File: src/rtl/aiken_down_counter_if.sv
// Digit-bus bundle for the 2421 down counter: preset/decrement strobes in, count views and flags out.
interface aiken_down_counter_if #(
  parameter int DIGITS = 2
);
  logic                  load;
  logic [4*DIGITS-1:0]   load_code;
  logic                  en;
  logic [4*DIGITS-1:0]   bcd;
  logic [4*DIGITS-1:0]   aiken;
  logic                  zero;
  logic                  borrow;
  logic                  load_err;

  // Handshake: no ready/back-pressure. load and en are strobes sampled on every
  // rising clk edge (load wins); borrow/load_err are one-cycle registered pulses.
  modport master (
    output load, load_code, en,
    input  bcd, aiken, zero, borrow, load_err
  );

  modport slave (
    input  load, load_code, en,
    output bcd, aiken, zero, borrow, load_err
  );
endinterface

File: src/rtl/aiken_down_counter.sv
// Multi-digit BCD down counter preset from a 2421 (Aiken) digit bus, with 2421 re-encode,
// illegal-code rejection and underflow flag.
module aiken_down_counter #(
  parameter int DIGITS = 2,
  parameter bit WRAP   = 1'b1
) (
  input  logic                 clk,
  input  logic                 reset,
  aiken_down_counter_if.slave  bus
);
  localparam int W = 4 * DIGITS;

  logic [W-1:0] count;
  logic         borrow_q;
  logic         load_err_q;
  logic [W-1:0] load_bcd;
  logic         load_ok;
  logic [W-1:0] dec_count;
  logic [W-1:0] enc_count;
  logic         chain;

  function automatic logic code_legal(input logic [3:0] c);
    return (c <= 4'd4) || (c >= 4'd11);
  endfunction

  function automatic logic [3:0] decode_2421(input logic [3:0] c);
    return (c >= 4'd11) ? c - 4'd6 : c;
  endfunction

  function automatic logic [3:0] encode_2421(input logic [3:0] d);
    return (d >= 4'd5) ? d + 4'd6 : d;
  endfunction

  always_comb begin
    load_bcd = '0;
    load_ok  = 1'b1;
    for (int i = 0; i < DIGITS; i++) begin
      load_bcd[4*i +: 4] = decode_2421(bus.load_code[4*i +: 4]);
      if (!code_legal(bus.load_code[4*i +: 4])) load_ok = 1'b0;
    end
  end

  // Ripple borrow from digit 0 upward; at count 0 this naturally yields all 9s.
  always_comb begin
    dec_count = count;
    chain     = 1'b1;
    for (int i = 0; i < DIGITS; i++) begin
      if (chain) begin
        if (count[4*i +: 4] == 4'd0) begin
          dec_count[4*i +: 4] = 4'd9;
        end else begin
          dec_count[4*i +: 4] = count[4*i +: 4] - 4'd1;
          chain = 1'b0;
        end
      end
    end
  end

  always_comb begin
    enc_count = '0;
    for (int i = 0; i < DIGITS; i++) enc_count[4*i +: 4] = encode_2421(count[4*i +: 4]);
  end

  always_ff @(posedge clk or negedge reset) begin
    if (!reset) begin
      count      <= '0;
      borrow_q   <= 1'b0;
      load_err_q <= 1'b0;
    end else if (bus.load) begin
      borrow_q   <= 1'b0;
      load_err_q <= !load_ok;
      if (load_ok) count <= load_bcd;
    end else if (bus.en) begin
      load_err_q <= 1'b0;
      if (count == '0) begin
        borrow_q <= 1'b1;
        if (WRAP) count <= dec_count;
      end else begin
        borrow_q <= 1'b0;
        count    <= dec_count;
      end
    end else begin
      borrow_q   <= 1'b0;
      load_err_q <= 1'b0;
    end
  end

  assign bus.bcd      = count;
  assign bus.aiken    = enc_count;
  assign bus.zero     = (count == '0);
  assign bus.borrow   = borrow_q;
  assign bus.load_err = load_err_q;
endmodule

File: src/flat_wrapper.sv
// flat-port wrapper written by rule: the top's interface ports become plain ports
module aiken_down_counter_flat 
#(
  parameter int DIGITS = 2,
  parameter bit WRAP   = 1'b1
)
  (clk, reset, bus_load, bus_load_code, bus_en, bus_bcd, bus_aiken, bus_zero, bus_borrow, bus_load_err);
  aiken_down_counter_if #(.DIGITS(DIGITS)) bus_i ();
  input  logic clk;
  input  logic reset;
  input wire logic [$bits(bus_i.load)-1:0] bus_load;
  input wire logic [$bits(bus_i.load_code)-1:0] bus_load_code;
  input wire logic [$bits(bus_i.en)-1:0] bus_en;
  output wire logic [$bits(bus_i.bcd)-1:0] bus_bcd;
  output wire logic [$bits(bus_i.aiken)-1:0] bus_aiken;
  output wire logic [$bits(bus_i.zero)-1:0] bus_zero;
  output wire logic [$bits(bus_i.borrow)-1:0] bus_borrow;
  output wire logic [$bits(bus_i.load_err)-1:0] bus_load_err;
  assign bus_i.load = bus_load;
  assign bus_i.load_code = bus_load_code;
  assign bus_i.en = bus_en;
  assign bus_bcd = bus_i.bcd;
  assign bus_aiken = bus_i.aiken;
  assign bus_zero = bus_i.zero;
  assign bus_borrow = bus_i.borrow;
  assign bus_load_err = bus_i.load_err;
  aiken_down_counter #(.DIGITS(DIGITS), .WRAP(WRAP)) u_core (.clk(clk), .reset(reset), .bus(bus_i));
endmodule
File: config.mk
export PLATFORM = sky130hd
export DESIGN_NAME = aiken_down_counter_flat
export DESIGN_NICKNAME = d
export VERILOG_FILES = /design/src/rtl/aiken_down_counter_if.sv /design/src/rtl/aiken_down_counter.sv /design/src/flat_wrapper.sv
export SDC_FILE = /design/constraint.sdc
export NUM_CORES = 1
export LEC_CHECK = 0
export CORE_ASPECT_RATIO = 0.6
export CORE_MARGIN = 2
export CORE_UTILIZATION = 40
export DETAILED_ROUTE_END_ITERATION = 10
export GPL_TIMING_DRIVEN = 0
export PLACE_DENSITY = 0.73
export SLEW_MARGIN = 40
export SYNTH_ARGS = -nofsm -noshare
export SYNTH_HDL_FRONTEND = slang
export SYNTH_SLANG_ARGS = --single-unit
File: constraint.sdc
create_clock -name clk -period 2.5 [get_ports clk]
set_input_delay 0.375 -clock clk [delete_from_list [all_inputs] [get_ports clk]]
set_output_delay 0.375 -clock clk [all_outputs]
set_load 0.005 [all_outputs]
## After elaboration in Yosys (flattened, before gate mapping)

Cells that the tools add are included.

- Add/sub/neg operators: 6
- $lt $le $gt $ge: 6
- Eq/ne operators: 1
- Multiplexer cells: 17
- Reduce and logical (&&, ||, !) cells: 10

Operators with widths:

| cell | number |
|---|---|
| two-way mux 4 bit | 7 |
| two-way mux 8 bit | 3 |
| adder 4 x 3 -> 4 bit, second input constant | 2 |
| >= comparator 4 x 3 -> 1 bit, second input constant | 2 |
| >= comparator 4 bit, second input constant | 2 |
| less-or-equal comparator 4 x 3 -> 1 bit, second input constant | 2 |
| logical NOT 4 bit | 2 |
| logical NOT 8 bit | 1 |
| subtractor 4 x 1 -> 4 bit, second input constant | 2 |
| subtractor 4 x 3 -> 4 bit, second input constant | 2 |
| two-way mux 1 bit | 7 |
| nonzero test 2 bit | 2 |
| AND reduction 3 bit | 1 |
| logical OR 1 bit | 2 |
| inequality test 2 x 1 -> 1 bit, second input constant | 1 |
| AND reduction 2 bit | 1 |
| logical NOT 1 bit | 1 |

- Register bits: 10
- Bits of input ports: 12
- Output and inout bits: 19
- Word-level logic and storage cells: 44

## Depth between registers and ports, before layout

- Word-level depth: 6
- Depth in mapped cells: 7
- Mapped depth without buffers: 6

## Worst setup path after synthesis

No wires, ideal clock.

- Path kind: reg-to-output
- Start: reg u_core.count[1], in the netlist u_core.bus.bcd[1]
- End: out bus_aiken[3]
- Data arrival time: 1.288 ns
- Required time: 2.125 ns
- Path slack: 0.837 ns
- Cell stages (with the launch flop): 6
- Buffers on the path: 1
- Cells stage by stage: dfrtp_1 > buf_2 > inv_1 > ha_1 > or3_1 > o21ai_0

- Word-level cells in the longest chain between the ends: 2
- Elaborated cells between the ends (all ways): 3
- Classes of those cells: add/sub: 1; order compare: 1; mux: 1

Ends and longest elaborated chain:

| item | RTL line | source |
|---|---|---|
| start: declaration | aiken_down_counter.sv:13 | `logic [W-1:0] count;` |
| start signal: assignment | aiken_down_counter.sv:72 | `if (load_ok) count <= load_bcd;` |
| start signal: assignment | aiken_down_counter.sv:77 | `if (WRAP) count <= dec_count;` |
| start signal: assignment | aiken_down_counter.sv:80 | `count <= dec_count;` |
| adder 4 x 3 -> 4 bit or >= comparator 4 x 3 -> 1 bit (tied branches) | aiken_down_counter.sv:31 | `return (d >= 4'd5) ? d + 4'd6 : d;` |
| two-way mux 4 bit (*) | aiken_down_counter.sv:31 |  |
| end: declaration | flat_wrapper.sv:15 | `output wire logic [$bits(bus_i.aiken)-1:0] bus_aiken;` |

Every way passes the cells marked *; elsewhere a longest branch is shown, timed or not.

## Final worst setup path

- Start: reg u_core.count[3], in the netlist u_core.bus.bcd[3]
- End: out bus_aiken[3]

The elaborated chain is that of the path after synthesis.

==> flow_summary.toml <==
[synth]
yosysSeqAreaShare = 0.241
synthTopCellsByArea = "dfrtp_1 (24%), ha_1 (7.2%), a21oi_1 (6.7%)"
synthSimpleGateAreaFrac = 0.239
synthAdderAreaFrac = 0.0723
ys_warn_count = 0
synthFlopType = "dfrtp_1"
syn_inst = 125
synth-compound-area-share = 0.323
synth_edf_count = 0
yosysMostFrequentCell = "a21oi_1"
synth_cell_types = 45
syn_area_um2 = 1040
synth_top_family_by_area = "compound AO/OA/AOI/OAI gates"
syn_nets = 143
synthArstFlopShare = 1.00
ys_ff_latch = 10
synth_xor_area_frac = 0.00843
synth_area_leader_cell = "dfrtp_1"
muxShareOfSynthArea = 0.0289
synth_top_area_share = 0.241
yosys-top-cells-count = "a21oi_1 (14), inv_1 (11), dfrtp_1 (10), nor2_1 (10), nand2_1 (9)"
syn_avg_cell_area_um2 = 8.31

[outcome]
status = "finished, final reports clean"

[route]
wl_per_cell_um = 14.0
drt_pass1_iterations = 4
viasPerCell = 5.60
ant_nets = 0
drt_iter0_markers = 94
drc = 0
vias = 1070
wl_um = 2670

[global_route]
grt_pass1_vias = 961
overflow = 0
grt_pass1_wl_um = 4570
grt_usage = 0.191
grt_start_max_net_pins = 11
antenna_found_initial = 0

[floorplan]
start_util = 0.418
die_h_um = 43.5
core-area_um2 = 2490
die_x_um = 69.8
dieArea_um2 = 3030
pin_count = 31
rows = 14

[timing]
skew_ns = 0.00437
fin_hold_ws_ns = 0.475
timing.final.max_slew_violations = 0
max-slew-margin-rel = 0.646
hold_viol_final = 0
max_freq_ghz = 0.420
period_share = 0.951
tns_ns = 0
worstMarginPinSlew_ns = 0.525
period_minus_slack_ns = 2.38
setup-violations-final = 0
rsz0062_at_grt = "no"

[placed_design]
gp_congestion = 0.880
dp_hpwl_um = 2090
io_buffers = 30
dpl-instance-area_um2 = 1380

[setup_path]
r2r_slack_ns = 0.85
crit_type = "reg2out"
worstPathArrival_ns = 2.00
crit_chain = "clkbuf_1 -> or3_1 -> o21ai_1 -> clkdlybuf4s50_1"
r2r-end = "u_core.bus.bcd[6]"
critPathSlowestCell = "clkdlybuf4s50_1"
r2r_cells = 4
cpPeakStageDelay_ns = 0.51
cp_data_required_time_ns = 2.12
crit_path_max_fanout = 10
rr_startpoint = "u_core.bus.bcd[3]"
start_kind = "flip-flop"
cp-end-kind = "output port"

[clock_tree]
clk_latency_ns = 0.25
cts_setup_buffers = 0
ctsHoldBuffers = 0
clk_pin_slew_ns = 0.06
cts_root_buffer = "clkbuf_8"
cts_max_level = 1
clock_sinks = 10
cts_buffers = 3
cts_buffer_depth = 2
cts_tree = "yes"
cts_resized = 2

[finish]
diodes = 0
drive_above_1_share = 0.145
final_cell_area_um2 = 1440
final_core_util = 0.579
nets = 178
area_growth_pct = 38.8
fillCellCount = 229

[power]
power_density_nw_per_um2 = 815
max-vdd-ir-drop_v = 0.000354
total_power_mw = 1.17
leakagePower_nw = 0.617

[run]
maxCapViolCount = 0

[hold_path]
min_path_type = "in2async"
## per-layer routing
metal / routed length, µm / vias to the layer above / track usage
met5: 0 / - / 0
met4: 14 / 0 / 0.0462
met3: 248 / 3 / 0.0442
met2: 1080 / 55 / 0.282
met1: 1320 / 476 / 0.285
li1: - / 536 / -
## power by group
part | internal [mW] | switching (mW) | total, mW
Sequential | 0.204 | 0.0591 | 0.264
Combinational | 0.380 | 0.313 | 0.693
Clock | 0.139 | 0.0778 | 0.217
## state kept, by name, indices dropped and copies added, names as in the netlist
name	cells
u_core.bus.bcd	8
u_core.bus.load_err	1
u_core.bus.borrow	1
## worst max-delay path: cells and delay by family (launching register included)
| family | cells | cell delay (ns) |
|---|---|---|
| buffers and inverters | 2 | 0.76 |
| DFF | 1 | 0.45 |
| and+or+nand+nor | 1 | 0.41 |
| AOI/OAI and AO/OA | 1 | 0.14 |
## layout by cell type (no fill, tap or decap), types with 2 or more instances in the layout
cell type / Yosys / layout
nand2_1: 9 / 9
clkbuf_8: 0 / 4
dfrtp_2: 0 / 2
nor2_1: 10 / 10
buf_4: 2 / 3
ha_1: 6 / 5
a31oi_1: 4 / 4
a221oi_1: 2 / 2
o21ai_0: 5 / 4
a21oi_1: 14 / 14
a211o_1: 2 / 2
and4_1: 2 / 2
inv_1: 11 / 10
nand2b_1: 2 / 2
buf_6: 2 / 2
a211oi_1: 4 / 4
dfrtp_1: 10 / 8
nor2b_1: 2 / 2
nor4_1: 2 / 2
or3_1: 6 / 6
clkbuf_1: 2 / 2
clkdlybuf4s50_1: 0 / 30
mux2i_1: 3 / 3
## kinds of logic after synthesis
logic type	count (synthesis)
simple gates	42
compound gates	45
mux	3
buf+inv	18
flops	10
fa+ha+maj	6
xor+xnor	1
## worst max path at each step
stage	start	cells past startpoint	end
5_1_grt	u_core.bus.bcd[3]	4	bus_aiken[3]
6_report	u_core.bus.bcd[3]	4	bus_aiken[3]
3_3_place_gp	u_core.bus.bcd[1]	6	bus_aiken[3]
2_1_floorplan	u_core.bus.bcd[1]	5	bus_aiken[3]
3_5_place_dp	u_core.bus.bcd[1]	6	bus_aiken[3]
4_1_cts	u_core.bus.bcd[1]	6	bus_aiken[3]
## cell type report
type | instances | area [µm²] | share of cell area
buffer | 7 | 52.6 | 0.0365
clock buffer | 4 | 55.1 | 0.0382
inverter | 11 | 41.3 | 0.0286
multi-input combinational | 97 | 699 | 0.485
sequential | 10 | 253 | 0.175
tap | 32 | 40.0 | 0.0278
timing repair buffer | 30 | 300 | 0.208
## stage by stage
step,setup WS [ns],instances
global route,0.0162,191
global placement,0.305,187
detailed placement,0.266,187
finish,0.122,191
CTS,0.0497,191
floorplan,0.837,125
No activity file was read; power rests on OpenSTA's default activity.
